### config.mk
export PLATFORM = sky130hd
export DESIGN_NAME = alu_exec_top_flat
export DESIGN_NICKNAME = d
export VERILOG_FILES = /design/src/rtl/alu_exec_if.sv /design/src/rtl/alu_exec_top.sv /design/src/flat_wrapper.sv
export SDC_FILE = /design/constraint.sdc
export NUM_CORES = 1
export LEC_CHECK = 0
export CAP_MARGIN = 0
export CORE_MARGIN = 5
export CORE_UTILIZATION = 31
export CTS_BUF_LIST = sky130_fd_sc_hd__clkbuf_8
export DETAILED_ROUTE_END_ITERATION = 8
export SLEW_MARGIN = 10
export SYNTH_ARGS = -nofsm -noshare
export SYNTH_HDL_FRONTEND = slang
export SYNTH_SLANG_ARGS = --single-unit
### constraint.sdc
create_clock -name clk -period 7 [get_ports clk]
set_clock_uncertainty 0.2 [all_clocks]
set_input_delay 1.4 -clock clk [delete_from_list [all_inputs] [get_ports clk]]
set_output_delay 1.4 -clock clk [all_outputs]
set_load 0.005 [all_outputs]
### src/rtl/alu_exec_if.sv
// Operand/control and result bundle for the execute-stage ALU.
// The master drives operands and the op select; the slave returns the registered result.
interface alu_exec_if #(
   parameter int unsigned WIDTH = 32
);
   logic [3:0]       alu_ctrl;
   logic [WIDTH-1:0] test_a;
   logic [WIDTH-1:0] test_b;
   logic [WIDTH-1:0] alu_result;
   logic             zero;

   modport master (
      output alu_ctrl,
      output test_a,
      output test_b,
      input  alu_result,
      input  zero
   );

   modport slave (
      input  alu_ctrl,
      input  test_a,
      input  test_b,
      output alu_result,
      output zero
   );
endinterface

### src/rtl/alu_exec_top.sv
// 32-bit integer ALU with a single registered result stage and zero flag.
// Operands and op select come straight from the interface; a result appears one edge later.
module alu_exec_top #(
   parameter int unsigned WIDTH = 32
) (
   input logic       clk,
   input logic       reset,
   alu_exec_if.slave bus
);
   localparam int unsigned ShW = $clog2(WIDTH);

   localparam logic [3:0] AluAdd  = 4'b0000;
   localparam logic [3:0] AluSub  = 4'b0001;
   localparam logic [3:0] AluAnd  = 4'b0010;
   localparam logic [3:0] AluOr   = 4'b0011;
   localparam logic [3:0] AluXor  = 4'b0100;
   localparam logic [3:0] AluSll  = 4'b0101;
   localparam logic [3:0] AluSrl  = 4'b0110;
   localparam logic [3:0] AluSra  = 4'b0111;
   localparam logic [3:0] AluSlt  = 4'b1000;
   localparam logic [3:0] AluSltu = 4'b1001;

   logic [WIDTH-1:0] a;
   logic [WIDTH-1:0] b;
   logic [ShW-1:0]   shamt;
   logic [WIDTH-1:0] result_d, result_q;
   logic             zero_d, zero_q;

   assign a     = bus.test_a;
   assign b     = bus.test_b;
   assign shamt = b[ShW-1:0];

   always_comb begin
      result_d = '0;
      case (bus.alu_ctrl)
         AluAdd:  result_d = a + b;
         AluSub:  result_d = a - b;
         AluAnd:  result_d = a & b;
         AluOr:   result_d = a | b;
         AluXor:  result_d = a ^ b;
         AluSll:  result_d = a << shamt;
         AluSrl:  result_d = a >> shamt;
         AluSra:  result_d = $signed(a) >>> shamt;
         AluSlt:  result_d = {{(WIDTH-1){1'b0}}, $signed(a) < $signed(b)};
         AluSltu: result_d = {{(WIDTH-1){1'b0}}, a < b};
         default: result_d = '0;
      endcase
   end

   // Flag derives from the new result so both outputs always agree.
   assign zero_d = (result_d == '0);

   always_ff @(posedge clk) begin
      if (reset) begin
         result_q <= '0;
         zero_q   <= 1'b1;
      end else begin
         result_q <= result_d;
         zero_q   <= zero_d;
      end
   end

   assign bus.alu_result = result_q;
   assign bus.zero       = zero_q;
endmodule

### src/flat_wrapper.sv
// flat-port wrapper written by rule: the top's interface ports become plain ports
module alu_exec_top_flat 
#(
   parameter int unsigned WIDTH = 32
)
  (clk, reset, bus_alu_ctrl, bus_test_a, bus_test_b, bus_alu_result, bus_zero);
  alu_exec_if #(.WIDTH(WIDTH)) bus_i ();
  input logic clk;
  input logic reset;
  input wire logic [$bits(bus_i.alu_ctrl)-1:0] bus_alu_ctrl;
  input wire logic [$bits(bus_i.test_a)-1:0] bus_test_a;
  input wire logic [$bits(bus_i.test_b)-1:0] bus_test_b;
  output wire logic [$bits(bus_i.alu_result)-1:0] bus_alu_result;
  output wire logic [$bits(bus_i.zero)-1:0] bus_zero;
  assign bus_i.alu_ctrl = bus_alu_ctrl;
  assign bus_i.test_a = bus_test_a;
  assign bus_i.test_b = bus_test_b;
  assign bus_alu_result = bus_i.alu_result;
  assign bus_zero = bus_i.zero;
  alu_exec_top #(.WIDTH(WIDTH)) u_core (.clk(clk), .reset(reset), .bus(bus_i));
endmodule
==> results of run 1 <==
[state kept, by name, indices dropped and copies added, names as in the netlist]
register and flops:
u_core.bus.alu_result 32, u_core.bus.zero 1
[synthesized netlist by cell type, types with 32 or more instances]
master    instances
mux2i_1          52
ha_1             98
clkbuf_1         87
a211oi_1         32
nand3_1          36
mux4_2           54
a21oi_1         101
nor3_1           33
dfxtp_1          33
inv_1            93
nand2_1         134
o21ai_0          88
nor2_1          149
o211ai_1         35
[worst max path at each step]
stage | from | end | slack, ns | cells after the start
5_1_grt | bus_test_a[9] | u_core.bus.zero | 0.60 | 14
3_5_place_dp | bus_test_a[9] | u_core.bus.zero | 0.63 | 14
4_1_cts | bus_test_a[9] | u_core.bus.zero | 0.93 | 14
6_report | bus_test_a[9] | u_core.bus.zero | 0.79 | 14
2_1_floorplan | bus_test_b[3] | u_core.bus.zero | 1.50 | 15
3_3_place_gp | bus_test_a[9] | u_core.bus.zero | 0.65 | 14
[cell type report]
type / instances / share of cell area (%)
Sequential cell: 33 / 5.08
Clock buffer: 5 / 0.529
Timing Repair Buffer: 186 / 12.9
Tap cell: 461 / 4.44
Inverter: 96 / 2.77
Multi-Input combinational cell: 1282 / 74.2
Clock inverter: 3 / 0.135
[tightest hold or removal path: stages]
cell and delay, ns:
clkdlybuf4s50_1 0.41, buf_4 0.22, nor2_1 0.12
[metal layers]
layer  up-vias  wire (um)
met5         -         27
met4         4       3170
met3       196       6250
met2      1002      26500
met1      6694      24900
li1       5986          -
[power by group]
part           leakage, uW  switching [uW]  internal (uW)
Clock            0.0000439            68.9           68.4
Combinational      0.00480             627            374
Sequential        0.000273            4.08            206
Total              0.00511             700            648
[kinds of logic after synthesis]
kind of cell | share of synthesized area (%)
AOI/OAI and AO/OA | 32.0
xor gates and xnor gates | 0.699
adders and majority gates | 11.2
buffers and inverters | 9.05
DFF | 5.86
muxes | 17.9
and+or+nand+nor | 23.2
[per-stage QoR]
step / power, uW / hold WS [ns] / instance area [um^2] / setup slack (ns) / utilization [%]
2_1_floorplan: 803 / 1.27 / 11300 / 1.50 / -
3_3_place_gp: 1180 / 1.91 / 12900 / 0.646 / 36.1
3_5_place_dp: 1180 / 1.91 / 12900 / 0.626 / 36.1
4_1_cts: 1320 / 1.70 / 13000 / 0.933 / 36.4
5_1_grt: 1410 / 1.74 / 13000 / 0.604 / 36.4
6_report: 1350 / 1.70 / 13000 / 0.790 / 36.4
==> impl_results.md, run 1 <==
* Cell Count Post-Placement at 2,058
* Most common cell after layout, fill and taps aside: nor2_1
* Core Area at around 36,000 um^2
* GR Layer Usage met3 at 5.12%
* Actual slew at the worst max-slew pin at 1.10 ns
* Critical path class: input port to register
* Vias at 13,900
* Worst Path Required at 7.00 ns
* # port buffers at ~100
* Post-CTS Setup Bufs at 0
* Synth area leader: ha_1
* Fill cell count at between 3,000 and 4,000
* Synth Area per Inst at around 7.3 um^2
* Routed vias/inst at 6.72
* Synth-to-layout area growth at 15.3%
* Final slew viol count at 0
* Die Ht at 201 um
* CTS resizes at 0
* Lkg Pwr at ~0.0051 uW
* Antenna viol nets, final at 0
* Worst-path fanout max at 12
* Max-capacitance violation count at 0
* Largest net degree at the start of global routing at 84
* Post-synthesis sequential area ratio at 5.86%
* Fin crit share at 88.7%
* Max IR drop VDD at 0.0565 mV
* Die width at 201 um
* Worst Hold End: u_core.bus.alu_result[0]
* Met1 GRT Util at 38.9%
* Crit path cell chain: clkdlybuf4s50_1, inv_1, ha_1, nor4_1, o21ai_0, a311oi_1, o31ai_1, o2bb2ai_1, o21ai_0, a211oi_1, nand3_1, nor4_2, nand4_1, o41ai_2
* Synth cell types at 90
* Placed wire-length estimate at 47.6 mm
* CTS tree: done
* Non-Filler Instances at 2,066
* Headroom to the max-slew limit at 26.5%
* PwrDens at 104 nW/um^2
* Critical-path top delay cell: clkdlybuf4s50_1
* First-pass GRT wire length at 89.0 mm
* Hold path startpoint: reset
* Top-area cell type share of the netlist area at 10.9%
* Final number of hold-violating endpoints at 0
* Fmax at around 160 MHz
* Synthesis Warnings at 0
* IO Pins at 103
* Root Driver: clkbuf_8
* GRT Overall Usage at 28.5%
* Clk slew on worst S/H paths at 0.07 ns
* Synth Register Bits at 33
* Hold Crit Class: input port to register
* Post-layout min period at 6.21 ns
* WL final at 60.8 mm
* # diodes at 0
* First drt pass iteration count at 8
* Die area at 40,300 um^2
* Syn nets at around 1,700
* Worst-case clock buffer depth at 2
* Share of cells above drive strength 1 at about an eighth
* Crit start category: input port
* Worst setup EP type: register
* Syn Inst Count at 1,553
* Ys flop type: dfxtp_1
* Fin Setup TNS at 0 ns
* Initial antenna violation count at 4
* GRT overflow at 0
* # H-tree levels at 2
* Vias in the first global route at 13,000
* Post-CTS Hold Fix Bufs at 0
* Sequential cell area at about 660 um^2
* NumNets Final at between 1,500 and 2,000
* FP Rows at just under 70
* Met2 Track Usage GR at 44.6%
* Most frequent CP cell: o21ai_0
* DR DRC count at 0
* Unrepaired setup endpoints after global routing: no
* CTS Buf Count at 5
* Slowest stage delay, CP at 0.86 ns
* Status: finished, final reports clean
* Avg WL per Cell at 29.5 um
* Bufs and invs on worst path at 2
* Final RePlAce weighted congestion at 1.07
* Fraction of registers with async set/reset at 0%
* WHS Path Cells at 3
* Top cell family by delay on the critical path: compound AO/OA/AOI/OAI gates
* Starting DRT DRC Count at 2,367
* Initial Utilization at between 30% and 40%
* Crit path DAT at slightly above 6 ns
* Commonest non-fill, non-tap cells in the layout: nor2_1, nand2_1, a21oi_1, ha_1, clkdlybuf4s50_1
* Final Setup Violations at 0
* Grt peak-use layer: met2
* Multi-input logic area at 9640 um^2
* Post-synth EDFFs at 0
* Synth area leaders: ha_1, mux4_2, dfxtp_1
* Clock sinks at 33
* Post-Syn Area at about 11,000 um^2
(Power assumes the default switching activity.)
==> run 2, diff against run 1 <==
--- a/config.mk
+++ b/config.mk
@@ -6,6 +6,7 @@
 export NUM_CORES = 1
 export LEC_CHECK = 0
 export CAP_MARGIN = 0
+export CORE_ASPECT_RATIO = 0.6
 export CORE_MARGIN = 5
 export CORE_UTILIZATION = 31
 export CTS_BUF_LIST = sky130_fd_sc_hd__clkbuf_8
==> impl_results.md, run 2 (synthesis results as in run 1) <==
* FP Rows at 54 (was 69)
* Power Total at 1390 uW (was 1350 uW)
* Slowest stage delay, CP at 0.56 ns (was 0.86 ns)
* Antenna viol nets, final at 0 (unchanged)
* IO Pins at 103 (unchanged)
* Top cell family by delay on the critical path: compound AO/OA/AOI/OAI gates (unchanged)
* Final Setup Violations at 0 (unchanged)
* Final slew viol count at 0 (unchanged)
* Unrepaired setup endpoints after global routing: no (unchanged)
* GRT Overall Usage at 30.5% (was 28.5%)
* Multi-input logic area at 9640 um^2 (about the same)
* Sequential power share at 15.1% (was 15.6%)
* Hold Crit Class: input port to register (unchanged)
* Hold path startpoint: bus_test_b[3] (was reset)
* Worst-case clock buffer depth at 2 (unchanged)
* Starting DRT DRC Count at 2,363 (was 2,367)
* Worst setup EP type: register (unchanged)
* Status: finished, final reports clean (unchanged)
* Pint at 652 uW (was 648 uW)
* Fin crit share at 88.7% (about the same)
* # port buffers at 102 (unchanged)
* Root Driver: clkbuf_8 (unchanged)
* CTS resizes at 0 (unchanged)
* Vias in the first global route at 12,800 (was 13,000)
* Final RePlAce weighted congestion at 1.06 (was 1.07)
* Most common cell after layout, fill and taps aside: nor2_1 (unchanged)
* Initial antenna violation count at 2 (was 4)
* Final number of hold-violating endpoints at 0 (unchanged)
* PwrDens at 106 nW/um^2 (was 104 nW/um^2)
* Actual slew at the worst max-slew pin at 1.23 ns (was 1.10 ns)
* Synth-to-layout area growth at 16.0% (was 15.3%)
* Post-layout min period at 6.21 ns (about the same)
* Largest net degree at the start of global routing at 84 (unchanged)
* Sw Share at 53.1% (was 51.9%)
* Fill cell count at 3,912 (was 3,843)
* Routed vias/inst at 6.81 (was 6.72)
* WHS Path Cells at 5 (was 3)
* CP Depth at 15 (was 14)
* Worst Hold End: u_core.bus.alu_result[3] (was u_core.bus.alu_result[0])
* Share of cells above drive strength 1 at 13.1% (was 12.9%)
* Cell Count Post-Placement at 2,079 (was 2,058)
* Clock sinks at 33 (unchanged)
* Lkg Pwr at 0.00515 uW (was 0.00511 uW)
* Area after DPL at 13,000 um^2 (was 12,900 um^2)
* DR DRC count at 0 (unchanged)
* Largest register FFs at 32 (unchanged)
* Die width at 256 um (was 201 um)
* Clk slew on worst S/H paths at 0.07 ns (about the same)
* Fraction of power consumed by combinational cells at 74.8% (was 74.2%)
* Crit path DAT at 6.21 ns (about the same)
* Crit start category: input port (unchanged)
* First-pass GRT wire length at 92.8 mm (was 89.0 mm)
* First drt pass iteration count at 7 (was 8)
* Placed wire-length estimate at 51.2 mm (was 47.6 mm)
* Worst Path Required at 7.00 ns (about the same)
* CTS tree: done (unchanged)
* Fin Hold WS at 1.77 ns (was 1.70 ns)
* Fmax at 161 MHz (about the same)
* Worst-path fanout max at 12 (unchanged)
* Critical path class: input port to register (unchanged)
* Vias at 14,200 (was 13,900)
* GRT overflow at 0 (unchanged)
* Crit path cell chain: clkdlybuf4s50_1, buf_4, inv_1, ha_1, nor4_1, o21ai_0, a311oi_1, o31ai_1, o2bb2ai_1, o21ai_0, a211oi_1, nand3_1, nor4_2, nand4_1, o41ai_2 (was clkdlybuf4s50_1, inv_1, ha_1, nor4_1, o21ai_0, a311oi_1, o31ai_1, o2bb2ai_1, o21ai_0, a211oi_1, nand3_1, nor4_2, nand4_1, o41ai_2)
* Die Ht at 158 um (was 201 um)
* Most frequent CP cell: o21ai_0 (unchanged)
* Avg WL per Cell at 31.2 um (was 29.5 um)
* Die area at 40,400 um^2 (was 40,300 um^2)
* Max-capacitance violation count at 0 (unchanged)
* Non-Filler Instances at 2,089 (was 2,066)
* Clock power frac at 10.0% (was 10.2%)
* Sw power at 738 uW (was 700 uW)
* NumNets Final at 1,780 (was 1,774)
* Fin Setup TNS at 0 ns (unchanged)
* Commonest non-fill, non-tap cells in the layout: nor2_1, nand2_1, a21oi_1, ha_1, clkdlybuf4s50_1 (unchanged)
* Headroom to the max-slew limit at 17.6% (was 26.5%)
* # H-tree levels at 2 (unchanged)
* Max IR drop VDD at 0.0809 mV (was 0.0565 mV)
* Core Area at 36,100 um^2 (was 35,700 um^2)
* WL final at 65.2 mm (was 60.8 mm)
* Initial Utilization at 31.2% (was 31.6%)
* CTS Buf Count at 5 (unchanged)
* Post-CTS Setup Bufs at 0 (unchanged)
* Bufs and invs on worst path at 3 (was 2)
* Sequential cell area at 661 um^2 (unchanged)
* Critical-path top delay cell: a311oi_1 (was clkdlybuf4s50_1)
* Final Cell Area at 13,100 um^2 (was 13,000 um^2)
* Post-CTS Hold Fix Bufs at 0 (unchanged)
-- run 2: changes by cell type in the layout (fill, tap and decap cells not counted), sizes merged --
cell      change
buf           +6
diode         +2
clkinvlp      -1
inv           +1
-- run 2: routing by layer --
metal / share of wire, % / vias up / GRT usage, %
li1: - / 6004 / -
met2: 38 / 1136 / 40.9
met1: 45 / 6995 / 46.8
met4: 1.6 / 2 / 4.21
met5: 0.029 / - / 0
met3: 16 / 84 / 11.3
-- run 2: cell type report --
cell class              instances  share of cell area [%]
multi-input cells            1282                    73.7
flip-flops and latches         33                    5.05
inverters                      96                    2.75
diodes                          2                  0.0383
repair buffers                192                    13.2
clock inverters                 3                   0.105
well taps                     476                    4.55
clock buffers                   5                   0.526
-- run 2: worst max path at each step --
stage / startpoint / end
floorplan: bus_test_b[3] / u_core.bus.zero
global placement: bus_test_a[10] / u_core.bus.zero
detailed placement: bus_test_a[10] / u_core.bus.zero
CTS: bus_test_a[10] / u_core.bus.zero
global route: bus_test_a[10] / u_core.bus.zero
finish: bus_test_a[10] / u_core.bus.zero
-- run 2: metrics by stage --
stage | setup slack (ns) | utilization [%]
3_3_place_gp | 0.681 | 35.9
4_1_cts | 0.987 | 36.2
2_1_floorplan | 1.50 | -
6_report | 0.791 | 36.2
3_5_place_dp | 0.703 | 35.9
5_1_grt | 0.680 | 36.2
-- run 2: power groups by stage --
| stage | Clock [uW] | Sequential, uW | Combinational (uW) |
|---|---|---|---|
| final | 139 | 210 | 1040 |
| after global routing | 158 | 212 | 1090 |
| after CTS | 146 | 211 | 992 |
| after detailed placement | 0 | 215 | 985 |
| after global placement | 0 | 215 | 993 |
| after floorplan | 0 | 217 | 586 |
